## src/rtl/qspi_arb_pkg.sv

```systemverilog
// Shared types and default sizing for the QSPI read-engine arbiter.
// No logic; pure declarations.
// No flow control.
package qspi_arb_pkg;

  localparam int AW_DEF      = 24;
  localparam int LW_DEF      = 8;
  localparam int TGAP_DEF    = 3;
  localparam int TIMEOUT_DEF = 4095;

  typedef enum logic [1:0] {
    IDLE  = 2'd0,
    START = 2'd1,
    XFER  = 2'd2,
    GAP   = 2'd3
  } state_t;

  typedef enum logic {
    OWN_A = 1'b0,
    OWN_B = 1'b1
  } owner_t;

endpackage

```

## src/rtl/qspi_rr2.sv

```systemverilog
// Two-way round-robin picker: a tie goes to the port not served last.
// Purely combinational, zero latency.
// No flow control; caller samples valid/owner when it can accept a grant.
module qspi_rr2 import qspi_arb_pkg::*; (
  input  logic   a_req,
  input  logic   b_req,
  input  owner_t last_owner,
  output logic   valid,
  output owner_t owner
);

  always_comb begin
    valid = a_req | b_req;
    owner = OWN_A;
    if (a_req && b_req) begin
      owner = (last_owner == OWN_A) ? OWN_B : OWN_A;
    end else if (b_req) begin
      owner = OWN_B;
    end
  end

endmodule

```

## src/rtl/qspi_arb.sv

```systemverilog
// Arbitrates two burst readers onto one QSPI read engine with CS# gap and watchdog.
// Grant 1 cycle after req; bytes and done are registered, 1 cycle after the engine.
// Requests are level-held; GAP/XFER simply defer them, nothing is dropped.
module qspi_arb import qspi_arb_pkg::*; #(
  parameter int AW      = AW_DEF,
  parameter int LW      = LW_DEF,
  parameter int TGAP    = TGAP_DEF,
  parameter int TIMEOUT = TIMEOUT_DEF
) (
  input  logic          spiclk,
  input  logic          rstn,
  input  logic          a_req,
  input  logic [AW-1:0] a_addr,
  input  logic [LW-1:0] a_len,
  input  logic          b_req,
  input  logic [AW-1:0] b_addr,
  input  logic [LW-1:0] b_len,
  output logic          a_gnt,
  output logic          b_gnt,
  output logic          a_rvalid,
  output logic          b_rvalid,
  output logic [7:0]    rdata,
  output logic          a_done,
  output logic          b_done,
  output logic          err,
  output logic          eng_start,
  output logic [AW-1:0] eng_addr,
  output logic [LW-1:0] eng_len,
  output logic          eng_abort,
  input  logic          eng_rvalid,
  input  logic [7:0]    eng_rdata,
  input  logic          eng_done
);

  localparam int WDW = $clog2(TIMEOUT + 1);
  localparam int GW  = $clog2(TGAP + 2);
  localparam logic [WDW-1:0] WD_HIT = WDW'(TIMEOUT - 1);

  state_t        state_q, state_d;
  owner_t        owner_q, last_q, pick_owner;
  logic          pick_vld;
  logic [AW-1:0] addr_q;
  logic [LW-1:0] len_q;
  logic [LW:0]   cnt_q, cnt_tot, len_exp;
  logic [WDW-1:0] wd_q;
  logic [GW-1:0] gap_q;
  logic          a_rv_q, b_rv_q, a_done_q, b_done_q, err_q, abort_q;
  logic [7:0]    rdata_q;
  logic          in_xfer, wd_hit, xfer_end, cnt_bad;

  qspi_rr2 u_rr (
    .a_req      (a_req),
    .b_req      (b_req),
    .last_owner (last_q),
    .valid      (pick_vld),
    .owner      (pick_owner)
  );

  assign in_xfer = (state_q == XFER);
  assign wd_hit  = (wd_q == WD_HIT);
  // A byte arriving in the same cycle as eng_done still counts toward the total.
  assign cnt_tot = cnt_q + (LW+1)'(eng_rvalid);
  assign len_exp = (LW+1)'(len_q) + (LW+1)'(1);
  assign cnt_bad = (cnt_tot != len_exp);

  always_comb begin
    state_d  = state_q;
    xfer_end = 1'b0;
    case (state_q)
      IDLE:    if (pick_vld) state_d = START;
      START:   state_d = XFER;
      XFER: begin
        if (eng_done || wd_hit) begin
          state_d  = GAP;
          xfer_end = 1'b1;
        end
      end
      GAP:     if (gap_q == '0) state_d = IDLE;
      default: state_d = IDLE;
    endcase
  end

  always_ff @(posedge spiclk or negedge rstn) begin
    if (!rstn) state_q <= IDLE;
    else       state_q <= state_d;
  end

  always_ff @(posedge spiclk or negedge rstn) begin
    if (!rstn) begin
      owner_q  <= OWN_A;
      last_q   <= OWN_B;
      addr_q   <= '0;
      len_q    <= '0;
      cnt_q    <= '0;
      wd_q     <= '0;
      gap_q    <= '0;
      a_rv_q   <= 1'b0;
      b_rv_q   <= 1'b0;
      rdata_q  <= '0;
      a_done_q <= 1'b0;
      b_done_q <= 1'b0;
      err_q    <= 1'b0;
      abort_q  <= 1'b0;
    end else begin
      if (state_q == IDLE && pick_vld) begin
        owner_q <= pick_owner;
        last_q  <= pick_owner;
        addr_q  <= (pick_owner == OWN_A) ? a_addr : b_addr;
        len_q   <= (pick_owner == OWN_A) ? a_len : b_len;
      end
      // Watchdog holds cycles elapsed since eng_start, so the eng_start cycle is 0.
      if (state_q == START) begin
        cnt_q <= '0;
        wd_q  <= WDW'(1);
      end
      if (in_xfer) begin
        if (eng_rvalid) cnt_q <= cnt_tot;
        if (wd_q != '1) wd_q <= wd_q + WDW'(1);
      end
      a_rv_q <= in_xfer && eng_rvalid && (owner_q == OWN_A);
      b_rv_q <= in_xfer && eng_rvalid && (owner_q == OWN_B);
      if (in_xfer && eng_rvalid) rdata_q <= eng_rdata;
      a_done_q <= xfer_end && (owner_q == OWN_A);
      b_done_q <= xfer_end && (owner_q == OWN_B);
      err_q    <= xfer_end && (eng_done ? cnt_bad : 1'b1);
      abort_q  <= xfer_end && !eng_done;
      if (xfer_end)                         gap_q <= GW'(TGAP);
      else if (state_q == GAP && gap_q != '0) gap_q <= gap_q - GW'(1);
    end
  end

  assign eng_start = (state_q == START);
  assign a_gnt     = eng_start && (owner_q == OWN_A);
  assign b_gnt     = eng_start && (owner_q == OWN_B);
  assign eng_addr  = addr_q;
  assign eng_len   = len_q;
  assign a_rvalid  = a_rv_q;
  assign b_rvalid  = b_rv_q;
  assign rdata     = rdata_q;
  assign a_done    = a_done_q;
  assign b_done    = b_done_q;
  assign err       = err_q;
  assign eng_abort = abort_q;

endmodule

```

## config.mk

```make
export PLATFORM = sky130hd
export DESIGN_NAME = qspi_arb
export DESIGN_NICKNAME = d
export VERILOG_FILES = /design/src/rtl/qspi_arb_pkg.sv /design/src/rtl/qspi_rr2.sv /design/src/rtl/qspi_arb.sv
export SDC_FILE = /design/constraint.sdc
export NUM_CORES = 1
export LEC_CHECK = 0
export CAP_MARGIN = 20
export CORE_ASPECT_RATIO = 2
export CORE_UTILIZATION = 46
export DETAILED_ROUTE_END_ITERATION = 8
export PLACE_DENSITY_LB_ADDON = 0.2
export SYNTH_ARGS = -nofsm -noshare
export SYNTH_HDL_FRONTEND = slang
export SYNTH_HIERARCHICAL = 1
export SYNTH_SLANG_ARGS = --single-unit
```

## constraint.sdc

```tcl
create_clock -name spiclk -period 2.2 [get_ports spiclk]
set_input_delay 0.22 -clock spiclk [delete_from_list [all_inputs] [get_ports spiclk]]
set_output_delay 0.22 -clock spiclk [all_outputs]
set_load 0.05 [all_outputs]
```

==> impl_metrics.tcl, run 1 <==
set metrics [dict create \
    setup_viol 0 \
    share_comb_of_total_power_pct 55.7 \
    status "finished clean" \
    vias 3325 \
    rows 46 \
    post-route-period-util_pct 87.51 \
    synth_area_leaders "dfrtp_1 48%, mux2i_1 8.3%, nor2_1 5.5%, a21oi_1 5.2%, ha_1 3.9%" \
    tightest_slew_ns 0.6134 \
    final.setup.tns_ns 0 \
    dieArea_mm2 0.008745 \
    cts_tree "yes" \
    synth-seq-cells 74 \
    drc 0 \
    finClkSkew_ns 0.005650 \
    synth_top_area_cell "dfrtp_1" \
    cts_sinks 74 \
    nFillCells 656 \
    post_drt_wl_per_cell_um 16.14 \
    cts_resized 0 \
    critPathMaxFanout 10 \
    cts_made_buffers 9 \
    power.leakage_uw 0.002402 \
    grt_util_all_layers_pct 24.06 \
    p_switching_uw 3714 \
    r2r_end "wd_q[7]" \
    internal-power_uw 4365 \
    ys_seq_area_share_pct 48.23 \
    holdCritPathClass "primary input to asynchronous set/reset pin" \
    power.density_mw_per_mm2 1452 \
    diodes 0 \
    synth_flop_cell "dfrtp_1" \
    clockPowerShare_pct 16.3 \
    whs_ns 0.4220 \
    core-area_mm2 0.008000 \
    critical_path_class "flop to flop" \
    maxSlewHeadroom_pct 58.83 \
    synth_edf_count 0 \
    worst_ep_required_time_ns 2.42 \
    period_minus_slack_ns 1.925 \
    synth_top_area_share_pct 47.54 \
    synthesis.nets 467 \
    clk_latency_ns 0.33 \
    yosys_warnings 6 \
    start_util_pct 48.03 \
    htree_num_levels 3 \
    final_util_pct 69.55 \
    cts-root-buf "clkbuf_16" \
    post-synth-top-count-cell "dfrtp_1" \
    floorplan.die.width_um 66.63 \
    ys_top_cells_by_count "73 x dfrtp_1, 56 x nor2_1, 40 x a21oi_1" \
    dp.final_hpwl_um 7479 \
    portBuffers 126 \
    ant_nets 0 \
    grt_first_pass_wirelength_um 15780 \
    switching_share_pct 45.97 \
    syn_avg_cell_area_um2 10.19 \
    worstPathArrival_ns 2.15 \
    grt_antenna_before_repair 1 \
    first_pass_iters 4 \
    drtIter0Drc 191 \
    pwr-share-seq_pct 27.9 \
    grt_overflow 0 \
    drive_gt1_share_pct 10.53 \
    max-clock-path-buffers 2 \
    synth_async_sr_flop_share_pct 100.0 \
    reg2reg_depth 6 \
    grt_pass1_vias 3352 \
    pin_count 127 \
    nNetsFinal 601 \
    gp_congestion 0.8172 \
    ir_drop_uv 990.2 \
    syn_inst 377 \
    slew_viol_final 0 \
    die_h_um 131.3 \
    maxCapViolCount 0 \
    rsz0062_at_grt "no" \
    wl_um 9832 \
    grt_max_degree 47 \
    start_kind "flop" \
    synth_cell_types 53 \
    r2r_slack_ns 0.27 \
    max_freq_mhz 519.4 \
    crit_path_end_kind "flop" \
    r2r-start "wd_q[1]" \
    vias_per_cell 5.460 \
    syn2layout_area_growth_pct 44.81 \
    syn_area_mm2 0.003842 \
    final_hold_viol_count 0 \
    clk_pin_slew_ns 0.05 \
]
[worst max-delay path, stage by stage, from the launching register on]
cell and delay (ns):
dfrtp_1 0.40, ha_1 0.25, nand3_4 0.16, o31ai_4 0.53
nor2_2 0.10, a32o_1 0.27, o31a_1 0.09
[worst max-delay path by stage]
stage	startpoint	end	slack, ns	cells past startpoint
CTS	wd_q[4]	state_q[1]	0.27	5
floorplan	state_q[1]	a_gnt	-0.02	4
detailed placement	eng_rvalid	err	-0.01	8
finish	wd_q[1]	wd_q[7]	0.27	6
global placement	eng_rvalid	err	0.03	9
global route	cnt_q[0]	err	0.07	8
[routing by layer]
layer	GRT usage (%)	vias to the layer above	wire [µm]
li1	-	1597	-
met1	24.67	1581	3554
met2	42.59	121	5382
met3	6.510	24	577
met4	11.94	2	304
met5	0	-	12
[cells by family (layout without fill, tap and decap cells)]
kind of cell / count (synthesis) / in the layout / share of synthesized area, %
adders and majority gates: 12 / 12 / 3.907
xor gates and xnor gates: 20 / 20 / 5.633
AOI/OAI and AO/OA: 88 / 88 / 13.90
buffers and inverters: 30 / 166 / 3.451
muxes: 41 / 41 / 10.97
DFF: 74 / 74 / 48.23
and+or+nand+nor: 112 / 112 / 13.90
[metrics by stage]
step                      cell area [µm²]  cells  setup slack [ns]  power (µW)
after global routing                 5564    609           0.06947        8534
final                                5564    609            0.2747        8079
after global placement               5294    595           0.02866        6664
after CTS                            5564    609            0.2735        8144
after detailed placement             5294    595          -0.01147        6777
after floorplan                      3842    377          -0.01913        5221
[layout make-up]
class | instances | area [µm²] | share of cell area (%)
Clock buffer | 13 | 260.3 | 4.677
Tap cell | 96 | 120.1 | 2.159
Multi-Input combinational cell | 273 | 1869 | 33.60
Sequential cell | 74 | 1853 | 33.30
Inverter | 12 | 45.04 | 0.8095
Timing Repair Buffer | 141 | 1416 | 25.46
[registers in the layout (all words and copies together), names as in the netlist]
signal and flops:
a_done 1, last_q 1, eng_abort 1, owner_q 1, state_q 2, wd_q 12, gap_q 3, cnt_q 9
eng_addr 24, a_rvalid 1, eng_len 8, b_done 1, err 1, b_rvalid 1, rdata 8
[cells in the final DEF (no fill, tap or decap), types with 3 or more instances in the layout]
| cell | count |
|---|---|
| clkbuf_16 | 9 |
| a21oi_1 | 40 |
| xnor3_1 | 3 |
| nand4_1 | 6 |
| xor2_1 | 7 |
| buf_4 | 14 |
| nor2_1 | 56 |
| ha_1 | 12 |
| mux2_2 | 9 |
| nor3_1 | 4 |
| and3_1 | 3 |
| buf_12 | 4 |
| o21ai_0 | 22 |
| nand3_1 | 13 |
| xnor2_1 | 10 |
| mux2i_1 | 32 |
| clkdlybuf4s50_1 | 122 |
| inv_1 | 12 |
| dfrtp_1 | 73 |
| o41ai_1 | 4 |
| nand2_1 | 15 |
[power groups by stage]
stage                     Clock [µW]  Sequential (µW)  Combinational (µW)
final                           1320             2260                4500
after global routing            1410             2330                4790
after CTS                       1350             2260                4540
after detailed placement           0             2270                4510
after global placement             0             2250                4420
after floorplan                    0             3550                1670
[timing repair]
item | in CTS | in global routing
setup buffers | 0 | 0
hold buffers | 1 | 0
hold endpoints to repair | 43 | 0
Power figures use the tool's default switching activity.
==> inputs of run 2 (changes only) <==
--- a/config.mk
+++ b/config.mk
@@ -5,10 +5,10 @@
 export SDC_FILE = /design/constraint.sdc
 export NUM_CORES = 1
 export LEC_CHECK = 0
-export CAP_MARGIN = 20
 export CORE_ASPECT_RATIO = 2
-export CORE_UTILIZATION = 46
+export CORE_UTILIZATION = 63
 export DETAILED_ROUTE_END_ITERATION = 8
+export DONT_BUFFER_PORTS = 1
 export PLACE_DENSITY_LB_ADDON = 0.2
 export SYNTH_ARGS = -nofsm -noshare
 export SYNTH_HDL_FRONTEND = slang
==> constraint.sdc (replaced) <==
create_clock -name spiclk -period 1.9 [get_ports spiclk]
set_input_delay 0.19 -clock spiclk [delete_from_list [all_inputs] [get_ports spiclk]]
set_output_delay 0.19 -clock spiclk [all_outputs]
set_load 0.05 [all_outputs]
==> impl_metrics.tcl, run 2 (synthesized netlist as in run 1, its figures left out) <==
set metrics [dict create \
    status "finished with violations" \
    violations "DRC, hold timing" \
    dieArea_mm2 0.006434 \
    cts_made_buffers 9 \
    final_util_pct 76.73 \
    seq_area_mm2 0.001853 \
    finalWorstSetupSlack_ns 0.06453 \
    start_util_pct 66.17 \
    cts_sinks 74 \
    max_stage_delay_ns 0.45 \
    max-clock-path-buffers 2 \
    grt_util_all_layers_pct 27.82 \
    path_cells "ha_1 > nand3_4 > o31a_2 > nor2_4 > o21ai_0 > o21ai_0" \
    post_drt_wl_per_cell_um 17.93 \
    final_cell_mix "73 x dfrtp_1, 54 x nor2_1, 39 x a21oi_1" \
    finClkSkew_ns 0.006411 \
    final_hold_viol_count 74 \
    max_freq_mhz 544.8 \
    pin_count 127 \
    nFillCells 381 \
    cts-root-buf "clkbuf_16" \
    grt_first_pass_wirelength_um 13690 \
    vias 2947 \
    whs_ns -0.4464 \
    multi_input_area_mm2 0.001926 \
    grt_overflow 0 \
    critical_path_class "flop to flop" \
    cts_hold_buf 3 \
    maxCapViolCount 0 \
    cp_num_buf_inv 0 \
    syn2layout_area_growth_pct 15.96 \
    stdcell_count 461 \
    final.setup.tns_ns 0 \
    clk_latency_ns 0.33 \
    worst_ep_required_time_ns 2.13 \
    clk_pin_slew_ns 0.05 \
    die_h_um 112.4 \
    layout.cells.most_common "dfrtp_1" \
    worstPathArrival_ns 2.06 \
    gp_congestion 0.8633 \
    post-route-period-util_pct 96.60 \
    power.density_mw_per_mm2 1934 \
    drtIter0Drc 126 \
    first_pass_iters 8 \
    dp_cells 442 \
    wl_um 8268 \
    grt_max_degree 75 \
    ir_drop_uv 1258 \
    drc 1 \
    htree_num_levels 3 \
    grt_antenna_before_repair 0 \
    path_common_cell "o21ai_0" \
    maxSlewHeadroom_pct 60.69 \
    holdCritPathClass "primary input to asynchronous set/reset pin" \
    nNetsFinal 486 \
    slew_viol_final 0 \
    largest_reg_flops 24 \
    floorplan.die.width_um 57.22 \
    dp_slack_ns 0.06566 \
    critPathMaxFanout 8 \
    cp_slowest_cell "o31a_2" \
    start_kind "flop" \
    rows 39 \
    portBuffers 0 \
    power.leakage_uw 0.001971 \
    tightest_slew_ns 0.5857 \
    grt_pass1_vias 3067 \
    vias_per_cell 6.393 \
    dp.final_hpwl_um 5955 \
    period_minus_slack_ns 1.835 \
    ant_nets 0 \
    drive_gt1_share_pct 17.75 \
    setup_viol 0 \
    core-area_mm2 0.005807 \
    crit_family "compound AO/OA/AOI/OAI gates" \
    crit_path_end_kind "flop" \
    rsz0062_at_grt "no" \
    diodes 0 \
    power.total_uw 8618 \
    cts_tree "yes" \
]
## run 2: layer usage
layer / track usage, % / share of wire, % / up-vias
met5: 0 / 0 / -
met3: 5.760 / 4.8 / 36
met4: 17.24 / 4.4 / 0
met2: 48.39 / 55 / 129
li1: - / - / 1369
met1: 29.96 / 36 / 1413
## run 2: worst reg2reg max path, cell delays in order (launching register included)
cell and delay (ns):
dfrtp_1 0.41, ha_1 0.26, nand3_4 0.15, o31a_2 0.45, nor2_4 0.21, o21ai_0 0.14
o21ai_0 0.12
## run 2: path summary, 6_finish.rpt
kind,start,endpoint,slack (ns),depth (start not counted)
worst max-delay path,wd_q[1],wd_q[10],0.06,6
worst min-delay path,rstn,gap_q[0],-0.45,0
worst max register to register,wd_q[1],wd_q[10],0.06,6
worst min register to register,cnt_q[8],cnt_q[8],0.48,1
max in group asynchronous,rstn,last_q,2.18,0
min in group spiclk,eng_rdata[5],rdata[5],0.01,1
## run 2: power breakdown
| group | switching, µW | internal (µW) | leakage, µW |
|---|---|---|---|
| clock | 589 | 1040 | 0.000142 |
| combinational | 1760 | 1290 | 0.000932 |
| sequential | 1800 | 2140 | 0.000896 |
## run 2: stage by stage
step | instance area [µm²] | hold WS [ns]
after floorplan | 3850 | -0.1056
after global placement | 4079 | -0.1037
after detailed placement | 4079 | -0.1042
after CTS | 4407 | -0.4581
after global routing | 4456 | -0.4582
final | 4456 | -0.4464
## run 2: what timing repair did
item                                    in CTS  in global routing
cloned                                       0                  0
hold endpoints to repair                    77                 74
pin swaps                                    0                  2
gates resized for setup                      1                 11
setup buffers                                1                  0
endpoints found under the setup margin       2                  6
## run 2: area by class of cell
class,count,area share [%]
Clock buffer,12,5.532
Clock inverter,3,0.8986
Inverter,12,1.095
Multi-Input combinational cell,273,43.22
Sequential cell,74,41.59
Tap cell,61,1.713
Timing Repair Buffer,26,5.953
==> inputs of run 3 (changes only) <==
--- a/config.mk
+++ b/config.mk
@@ -5,6 +5,7 @@
 export SDC_FILE = /design/constraint.sdc
 export NUM_CORES = 1
 export LEC_CHECK = 0
+export CAP_MARGIN = 30
 export CORE_ASPECT_RATIO = 2
 export CORE_UTILIZATION = 63
 export DETAILED_ROUTE_END_ITERATION = 8
==> results of run 3 <==
The final DEF is identical to that of run 2; final timing and power are the same.
